**config.mk**
```make
export PLATFORM = sky130hd
export DESIGN_NAME = baud_tick_gen
export DESIGN_NICKNAME = d
export VERILOG_FILES = /design/src/rtl/baud_pkg.sv /design/src/rtl/baud_prescaler.sv /design/src/rtl/baud_tick_gen.sv
export SDC_FILE = /design/constraint.sdc
export NUM_CORES = 1
export LEC_CHECK = 0
export ABC_AREA = 1
export CAP_MARGIN = 5
export CELL_PAD_IN_SITES_DETAIL_PLACEMENT = 1
export CELL_PAD_IN_SITES_GLOBAL_PLACEMENT = 2
export CORE_UTILIZATION = 32
export DETAILED_ROUTE_END_ITERATION = 7
export PLACE_DENSITY_LB_ADDON = 0.1
export RECOVER_POWER = 25
export SYNTH_ARGS = -nofsm -noshare
export SYNTH_HDL_FRONTEND = slang
export SYNTH_SLANG_ARGS = --single-unit
```
**constraint.sdc**
```tcl
create_clock -name clk -period 1.7 [get_ports clk]
set_input_delay 0.17 -clock clk [delete_from_list [all_inputs] [get_ports clk]]
set_output_delay 0.17 -clock clk [all_outputs]
set_load 0.005 [all_outputs]
```
**src/rtl/baud_pkg.sv**
```systemverilog
// baud_pkg: clock rate, standard 16x-oversample divisors and the default oversample ratio
// shared by the baud tick generator and its users.
package baud_pkg;
    localparam int BAUD_CLK_HZ        = 50_000_000;
    localparam int OVERSAMPLE_DEFAULT = 16;
    localparam int DIV_9600           = 325;
    localparam int DIV_38400          = 80;
    localparam int DIV_115200         = 26;
endpackage

```
**src/rtl/baud_prescaler.sv**
```systemverilog
// baud_prescaler: loadable divisor counter emitting the raw terminal-count strobe.
// Define BAUD_FRAC_EN to add the frac_val port and the fractional period accumulator.
module baud_prescaler #(
    parameter int DIV_W       = 16,
    parameter int DEFAULT_DIV = 80,
    parameter int FRAC_W      = 8
) (
    input  logic             clk,
    input  logic             reset_n,
    input  logic             en,
    input  logic             clr,
    input  logic             div_load,
    input  logic [DIV_W-1:0] div_val,
`ifdef BAUD_FRAC_EN
    input  logic [FRAC_W-1:0] frac_val,
`endif
    output logic             tc
);
    logic [DIV_W-1:0] r_cnt;
    logic [DIV_W-1:0] r_div;
    logic             w_hit;
    logic             w_hold;

    assign w_hit = r_cnt == r_div;
    assign tc    = en && w_hit && !w_hold && !div_load && !clr;

    // A held hit (fractional carry) keeps cnt at div_act for one extra clock.
    always_ff @(posedge clk or negedge reset_n) begin
        if (!reset_n) begin
            r_cnt <= '0;
            r_div <= DIV_W'(DEFAULT_DIV);
        end else if (div_load) begin
            r_div <= div_val;
            r_cnt <= '0;
        end else if (clr || tc) begin
            r_cnt <= '0;
        end else if (en && !w_hit) begin
            r_cnt <= r_cnt + 1'b1;
        end
    end

`ifdef BAUD_FRAC_EN
    logic [FRAC_W-1:0] r_acc;
    logic [FRAC_W-1:0] r_frac;
    logic              r_ext;

    assign w_hold = r_ext;

    always_ff @(posedge clk or negedge reset_n) begin
        if (!reset_n) begin
            r_acc  <= '0;
            r_frac <= '0;
            r_ext  <= 1'b0;
        end else if (div_load) begin
            r_frac <= frac_val;
            r_acc  <= '0;
            r_ext  <= 1'b0;
        end else if (clr) begin
            r_ext <= 1'b0;
        end else if (en && w_hit) begin
            {r_ext, r_acc} <= r_ext ? {1'b0, r_acc} : {1'b0, r_acc} + {1'b0, r_frac};
        end
    end
`else
    // Without the accumulator a period is never stretched.
    assign w_hold = FRAC_W < 0;
`endif
endmodule

```
**src/rtl/baud_tick_gen.sv**
```systemverilog
// baud_tick_gen: programmable oversample / mid-bit / bit tick generator for the UART paths.
// Define BAUD_FRAC_EN to enable the fractional divisor (frac_val port).
module baud_tick_gen
    import baud_pkg::*;
#(
    parameter int DIV_W       = 16,
    parameter int OVERSAMPLE  = OVERSAMPLE_DEFAULT,
    parameter int DEFAULT_DIV = 80,
    parameter int FRAC_W      = 8
) (
    input  logic             clk,
    input  logic             reset_n,
    input  logic             en,
    input  logic [DIV_W-1:0] div_val,
    input  logic             div_load,
`ifdef BAUD_FRAC_EN
    input  logic [FRAC_W-1:0] frac_val,
`endif
    input  logic             resync,
    output logic             os_tick,
    output logic             mid_tick,
    output logic             bit_tick
);
    localparam int                OSC_W    = $clog2(OVERSAMPLE);
    localparam logic [OSC_W-1:0] MID_CNT  = OSC_W'(OVERSAMPLE / 2 - 1);
    localparam logic [OSC_W-1:0] LAST_CNT = OSC_W'(OVERSAMPLE - 1);

    logic             w_tc;
    logic [OSC_W-1:0] r_os_cnt;
    logic             r_os_tick;
    logic             r_mid_tick;
    logic             r_bit_tick;

    baud_prescaler #(
        .DIV_W       (DIV_W),
        .DEFAULT_DIV (DEFAULT_DIV),
        .FRAC_W      (FRAC_W)
    ) u_prescaler (
        .clk      (clk),
        .reset_n  (reset_n),
        .en       (en),
        .clr      (resync),
        .div_load (div_load),
        .div_val  (div_val),
`ifdef BAUD_FRAC_EN
        .frac_val (frac_val),
`endif
        .tc       (w_tc)
    );

    // w_tc is already suppressed by div_load/resync, so strobes never produce a tick.
    always_ff @(posedge clk or negedge reset_n) begin
        if (!reset_n) begin
            r_os_cnt   <= '0;
            r_os_tick  <= 1'b0;
            r_mid_tick <= 1'b0;
            r_bit_tick <= 1'b0;
        end else begin
            r_os_tick  <= w_tc;
            r_mid_tick <= w_tc && r_os_cnt == MID_CNT;
            r_bit_tick <= w_tc && r_os_cnt == LAST_CNT;
            if (div_load || resync)
                r_os_cnt <= '0;
            else if (w_tc)
                r_os_cnt <= r_os_cnt == LAST_CNT ? '0 : r_os_cnt + 1'b1;
        end
    end

    assign os_tick  = r_os_tick;
    assign mid_tick = r_mid_tick;
    assign bit_tick = r_bit_tick;
endmodule

```
======== After elaboration in Yosys (flattened, before gate mapping) ========
Cells that the tools add are included.
storage, ports and cells
  bits in registers ....................... 39
  input port bits ......................... 21
  output and inout bits ................... 3
  word-level logic and storage cells ...... 30
cells by class
  add/subtract/negate cells ............... 2
  equal/unequal tests ..................... 3
  muxes and demuxes ....................... 6
  reduce and logical (&&, ||, !) cells .... 13
operators with widths
  kind                     count
  $mux W16                 3
  $add A16 B1 Y16 const B  1
  $eq A16 B16 Y1           1
  $mux W4                  3
  $logic_and A1 B1 Y1      6
  $add A4 B1 Y4 const B    1
  $eq A4 B3 Y1 const B     1
  $eq A4 B4 Y1 const B     1
  $logic_not A1 Y1         3
  $reduce_bool A3 Y1       1
  $logic_or A1 B1 Y1       2
  $reduce_bool A2 Y1       1

======== Longest topological paths before layout ========
  depth in word-level cells ............... 7
  mapped depth ............................ 10
  depth with buffers taken out ............ 10

======== Modules after synthesis ========
A second synthesis with hierarchy kept.
second synthesis, totals
  cell total of the unflattened synthesis .. 340
  area, all modules ....................... 2357.3 µm²
modules (own cells, without submodules)
  module          instances  cells each  area an instance (µm²)  seq. area each (µm²)
  baud_prescaler  1          304         2044.5                  803.3
  baud_tick_gen   1          36          312.8                   175.2

======== Least setup slack after synthesis ========
Ideal clock, no wire load.
  path kind ............................... register to register
  start point ............................. register u_prescaler.r_cnt[1]
  end point ............................... register u_prescaler.r_cnt[12]
  library setup time ...................... 0.119 ns
  arrival time ............................ 1.295 ns
  required time ........................... 1.581 ns
  setup slack ............................. 0.286 ns
  cell stages (with the launch flop) ...... 8
  path buffers ............................ 0
  period minus slack after synthesis ...... 1.414 ns
  cells stage by stage .................... dfrtp_1 > ha_1 > nand2_1 > inv_1 > nand4_1 > nor3_2 > xnor2_1 > nor2_1
on the way
  longest elaborated chain between the ends .. 7
  elaborated cells between the ends (all ways) .. 12
  classes of those cells .................. add/sub: 1; eq/ne: 1; mux: 3; reduce/logical: 7
RTL lines
  what                                                     line                  text
  start: declaration                                       baud_prescaler.sv:19  logic [DIV_W-1:0] r_cnt;
  start signal: assignment                                 baud_prescaler.sv:38  r_cnt <= r_cnt + 1'b1;
  branches (longest 7 deep; another with $add A16 B1 Y16)  --
Parallel ways; which one is timed is not known. The select of a mux whose other input is x is not followed.
A chain may end at the register's enable or synchronous reset.

======== Final worst setup path ========
  start point ............................. register u_prescaler.r_cnt[7]
  end point ............................... register u_prescaler.r_cnt[3]
on the way
  longest elaborated chain between the ends .. 7
  elaborated cells between the ends (all ways) .. 10
  classes of those cells .................. eq/ne: 1; mux: 2; reduce/logical: 7
RTL lines
  what                               line                  text
  $eq A16 B16 Y1 (*)                 baud_prescaler.sv:24  assign w_hit = r_cnt == r_div;
  $logic_and A1 B1 Y1 (3 in series)  baud_prescaler.sv:25  assign tc = en && w_hit && !w_hold && !div_load && !clr;
  $logic_or A1 B1 Y1                 baud_prescaler.sv:35  end else if (clr || tc) begin
  $mux W16                           baud_prescaler.sv:35
  $mux W16                           baud_prescaler.sv:32  end else if (div_load) begin
Every way passes the cells marked *; elsewhere a longest branch is shown, timed or not.

==> impl_results.html <==
<table>
<tr><th>Metric</th><th>Value</th></tr>
<tr><th colspan="2">Die</th></tr>
<tr><td>Core region area</td><td>between 0.006 and 0.007 mm^2</td></tr>
<tr><td>Starting utilization of the core area</td><td>approximately a third</td></tr>
<tr><td>Die area</td><td>roughly 0.0076 mm^2</td></tr>
<tr><td>Die height</td><td>87.19 um</td></tr>
<tr><td>Num rows</td><td>30</td></tr>
<tr><td>Ports</td><td>24</td></tr>
<tr><td>Horizontal extent of the die</td><td>87.19 um</td></tr>
<tr><th colspan="2">Final layout</th></tr>
<tr><td>Share of post-route cells with drive strength above 1</td><td>22.36%</td></tr>
<tr><td>Number of nets in the layout</td><td>420</td></tr>
<tr><td>Final core utilization</td><td>45.27%</td></tr>
<tr><td>Diode count</td><td>0</td></tr>
<tr><td>Sequential cell area</td><td>985.9 um^2</td></tr>
<tr><td>Layout-stage area growth over the synthesis result</td><td>34.64%</td></tr>
<tr><td>Multi-input logic area</td><td>0.001227 mm^2</td></tr>
<tr><td>Filler cell count</td><td>897</td></tr>
<tr><td>Non-Filler Cell Area, Final</td><td>0.003127 mm^2</td></tr>
<tr><th colspan="2">Clocking</th></tr>
<tr><td>Clock tree from TritonCTS</td><td>built</td></tr>
<tr><td>CTS Buf Count</td><td>5</td></tr>
<tr><td>Buffers from clock root to sink, at most</td><td>2</td></tr>
<tr><td>H-tree lvl count</td><td>2</td></tr>
<tr><td>TritonCTS sink count</td><td>39</td></tr>
<tr><td>Clock slew at reported path FFs</td><td>0.08 ns</td></tr>
<tr><td>Insertion delay of the later-clocked pin in the worst-skew pair</td><td>0.30 ns</td></tr>
<tr><td>Cell chosen for the clock root</td><td>clkbuf_8</td></tr>
<tr><th colspan="2">Worst setup path</th></tr>
<tr><td>Destination of the worst register-to-register timing path</td><td>u_prescaler.r_cnt[3]$_DFFE_PN0P_</td></tr>
<tr><td>Depth of the most critical reg-to-reg path</td><td>10</td></tr>
<tr><td>Critical path type</td><td>reg -&gt; reg</td></tr>
<tr><td>Endpoint kind of the worst setup timing path</td><td>flop</td></tr>
<tr><td>Type of origin of the critical path</td><td>flop</td></tr>
<tr><td>Critical path arrival</td><td>1.81 ns</td></tr>
<tr><td>Worst reg2reg path startpoint</td><td>u_prescaler.r_cnt[7]$_DFFE_PN0P_</td></tr>
<tr><td>Register-to-Register Setup Slack</td><td>0.08 ns</td></tr>
<tr><td>Required time reported for the critical path endpoint</td><td>roughly 1.9 ns</td></tr>
<tr><td>Largest driver fanout on the critical path</td><td>7</td></tr>
<tr><th colspan="2">Yosys</th></tr>
<tr><td>Simple logic cell fraction of the synthesized area</td><td>38.58%</td></tr>
<tr><td>Leading cell types by total area after synthesis</td><td>dfrtp_1 40%, nand2_1 20%, nor2_1 5.3%</td></tr>
<tr><td>Area fraction in compound gates after synthesis</td><td>6.196%</td></tr>
<tr><td>Gate Count Post-Synth</td><td>333</td></tr>
<tr><td>Net count after synthesis</td><td>356</td></tr>
<tr><td>Count of yosys warnings during synthesis</td><td>0</td></tr>
<tr><td>Post-synth top area share</td><td>approximately 40%</td></tr>
<tr><td>Combinational family with the most area after synthesis</td><td>simple AND/OR/NAND/NOR gates</td></tr>
<tr><td>Cell Area, Synth</td><td>0.002322 mm^2</td></tr>
<tr><td>Share of synthesized cell area in full adder, half adder and majority cells</td><td>1.078%</td></tr>
<tr><td>Number of flip-flops and latches in the synthesized netlist</td><td>39</td></tr>
<tr><td>Yosys cell types</td><td>26</td></tr>
<tr><td>Xor/xnor cell area share of the yosys netlist</td><td>approximately 3.8%</td></tr>
<tr><td>Fraction of the yosys area taken by sequential cells</td><td>~42%</td></tr>
<tr><td>Multiplexer share of the synthesized area</td><td>0%</td></tr>
<tr><td>Leading area contributor after synthesis</td><td>dfrtp_1</td></tr>
<tr><td>Synthesized area divided by synthesized cell count</td><td>6.974 um^2</td></tr>
<tr><th colspan="2">Detailed routing</th></tr>
<tr><td>Routed len/inst</td><td>14.98 um</td></tr>
<tr><td>Number of detailed-route iterations in the first pass</td><td>4</td></tr>
<tr><td>Wirelength, routed</td><td>7402 um</td></tr>
<tr><td>Via-per-instance ratio</td><td>~4.8</td></tr>
<tr><td>DRT antenna net count</td><td>0</td></tr>
<tr><td>Via count</td><td>approximately 2400</td></tr>
<tr><td>Initial DRC count</td><td>175</td></tr>
<tr><td>Detailed-route DRC error count</td><td>0</td></tr>
<tr><th colspan="2">STA</th></tr>
<tr><td>Period utilization</td><td>95.42%</td></tr>
<tr><td>Smallest setup slack after layout</td><td>0.07793 ns</td></tr>
<tr><td>Final setup vio count</td><td>0</td></tr>
<tr><td>Max-slew headroom at the worst pin</td><td>between 30 and 40%</td></tr>
<tr><td>Final slew viol count</td><td>0</td></tr>
<tr><td>Transition time at the pin with the least slew margin</td><td>0.9925 ns</td></tr>
<tr><td>Final number of hold-violating endpoints</td><td>0</td></tr>
<tr><td>Minimum period implied by the final worst setup slack</td><td>1.622 ns</td></tr>
<tr><td>Setup skew after layout</td><td>0.006298 ns</td></tr>
<tr><td>Setup repair after global routing missed its margin</td><td>yes</td></tr>
<tr><td>Hold WS</td><td>0.3882 ns</td></tr>
<tr><td>Highest Clock Rate</td><td>~600 MHz</td></tr>
<tr><th colspan="2">Pwr</th></tr>
<tr><td>Tot Pwr</td><td>~0.0019 W</td></tr>
<tr><td>Total power per unit cell area</td><td>620.4 mW/mm^2</td></tr>
<tr><td>Leakage component of the power</td><td>roughly 1.5 nW</td></tr>
<tr><td>Peak VDD IR</td><td>0.2726 mV</td></tr>
<tr><th colspan="2">Global route</th></tr>
<tr><td>Wire length of the first global-routing pass</td><td>about 12000 um</td></tr>
<tr><td>Initial antenna violation count</td><td>0</td></tr>
<tr><td>Grt met1 use</td><td>28.52%</td></tr>
<tr><td>Largest net degree at the start of global routing</td><td>40</td></tr>
<tr><td>GR Overflow Total</td><td>0</td></tr>
<tr><td>Met3 layer usage reported by global route</td><td>roughly 3.6%</td></tr>
<tr><td>Gr usage total</td><td>21.27%</td></tr>
<tr><td>Met2 capacity usage during global routing</td><td>35.93%</td></tr>
<tr><td>Via count of the first global-routing pass</td><td>2475</td></tr>
<tr><td>Most Used Layer, Global Route</td><td>met2</td></tr>
<tr><th colspan="2">Placed design</th></tr>
<tr><td>Number of port buffers</td><td>23</td></tr>
<tr><td>Dpl hpwl</td><td>5547 um</td></tr>
<tr><td>Weighted congestion reported at the end of routability-driven placement</td><td>0.8341</td></tr>
<tr><td>Setup WS pre-CTS</td><td>-0.07256 ns</td></tr>
<tr><td>Standard cell area after detailed placement</td><td>0.002888 mm^2</td></tr>
<tr><th colspan="2">Worst hold path</th></tr>
<tr><td>Worst hold path depth</td><td>3</td></tr>
<tr><td>Worst-case hold path end point</td><td>u_prescaler.r_div[6]$_DFFE_PN1P_</td></tr>
<tr><td>Class of the most critical hold timing path</td><td>in -&gt; reg</td></tr>
<tr><td>Start point of the worst min-delay path</td><td>div_val[6]</td></tr>
<tr><th colspan="2">Run</th></tr>
<tr><td>Maximum Capacitance Violations</td><td>0</td></tr>
<tr><th colspan="2">Outcome</th></tr>
<tr><td>Outcome</td><td>finished clean</td></tr>
</table>
layout by cell type (no fill, tap or decap), types with 5 or more instances in the layout:
master / count
o21ai_0: 23
nand2_2: 8
xor2_1: 5
nand3_1: 19
buf_4: 36
clkdlybuf4s50_1: 22
nor2_2: 5
clkbuf_8: 5
inv_2: 9
nand2_1: 117
inv_1: 30
dfrtp_2: 6
dfrtp_1: 31
nand4_1: 14
nor2_4: 5
nor2_1: 29
nor3_1: 7
cells by family (layout without fill, tap and decap cells):
| group | after synthesis | in the layout |
|---|---|---|
| xor+xnor | 10 | 10 |
| flops | 39 | 39 |
| compound gates | 28 | 28 |
| simple gates | 207 | 208 |
| buf+inv | 47 | 111 |
| fa+ha+maj | 2 | 2 |
routing by layer:
metal	part of all wire (%)	vias up	wire length [um]
met1	46	1128	3379
met2	49	42	3636
met5	0	-	0
met3	4.4	6	329
li1	-	1185	-
met4	0.76	0	56
where the power goes:
part | internal (W) | total [W] | switching (W)
logic | 0.000138 | 0.000309 | 0.000171
clock network | 0.000287 | 0.000632 | 0.000345
registers | 0.000969 | 0.000999 | 0.0000297
total | 0.00139 | 0.00194 | 0.000546
what timing repair did:
action / CTS / global route
pin swaps: 0 / 15
cloned: 0 / 1
hold buffers: 1 / 0
hold endpoints to repair: 37 / 0
setup endpoints to repair: 3 / 23
setup buffers: 0 / 8
gates resized for setup: 0 / 27
Yosys cell counts:
master      n
o211ai_1    1
nor2_4      3
a21oi_1     2
o21ai_1     1
nand3_1    19
nor2_1     33
a31oi_1     1
xnor2_1     5
buf_6       1
ha_1        2
nor3_1      8
o21ai_0    23
nand2_1   125
inv_2       7
buf_2       3
nand4_1    14
dfstp_2     2
inv_1      32
nor3_2      1
clkbuf_1    2
buf_1       1
dfrtp_1    37
nand3_4     1
nor2_2      3
buf_4       1
xor2_1      5
cell type report:
cell class | instances | area share [%]
clock inverters | 2 | 0.4002
flip-flops and latches | 39 | 31.53
clock buffers | 6 | 2.321
well taps | 96 | 3.842
inverters | 39 | 4.682
multi-input cells | 248 | 39.26
repair buffers | 64 | 17.97
worst max-delay path by stage:
stage,from,end,slack (ns)
2_1_floorplan,u_prescaler.r_cnt[1]$_DFFE_PN0P_,u_prescaler.r_cnt[12]$_DFFE_PN0P_,0.29
3_3_place_gp,div_load,u_prescaler.r_cnt[10]$_DFFE_PN0P_,0.03
3_5_place_dp,en,u_prescaler.r_cnt[9]$_DFFE_PN0P_,-0.07
4_1_cts,u_prescaler.r_div[4]$_DFFE_PN1P_,u_prescaler.r_cnt[9]$_DFFE_PN0P_,-0.01
5_1_grt,u_prescaler.r_cnt[7]$_DFFE_PN0P_,u_prescaler.r_cnt[3]$_DFFE_PN0P_,-0.002
6_report,u_prescaler.r_cnt[7]$_DFFE_PN0P_,u_prescaler.r_cnt[3]$_DFFE_PN0P_,0.08
worst max-delay path: stages (launching register included):
cell and delay, ns:
dfrtp_1 0.44, inv_2 0.07, nand2_2 0.06, nand2_1 0.06, nor2_2 0.14, nand2_2 0.09
nor2_4 0.17, nand3_4 0.18, buf_12 0.18, nand4_1 0.07, nand2_1 0.05
through the flow:
stage	TNS, ns	instances
2_1_floorplan	0	333
3_3_place_gp	0	476
3_5_place_dp	-0.3855	476
4_1_cts	-0.02233	485
5_1_grt	-0.003190	494
6_report	0	494
sequential cells by signal, summed over array words and instances, names as in the netlist:
register,count
u_prescaler.r_div,16
os_tick,1
u_prescaler.r_cnt,16
r_os_cnt,4
bit_tick,1
mid_tick,1
Note: power is estimated with default switching activity, not from simulation.
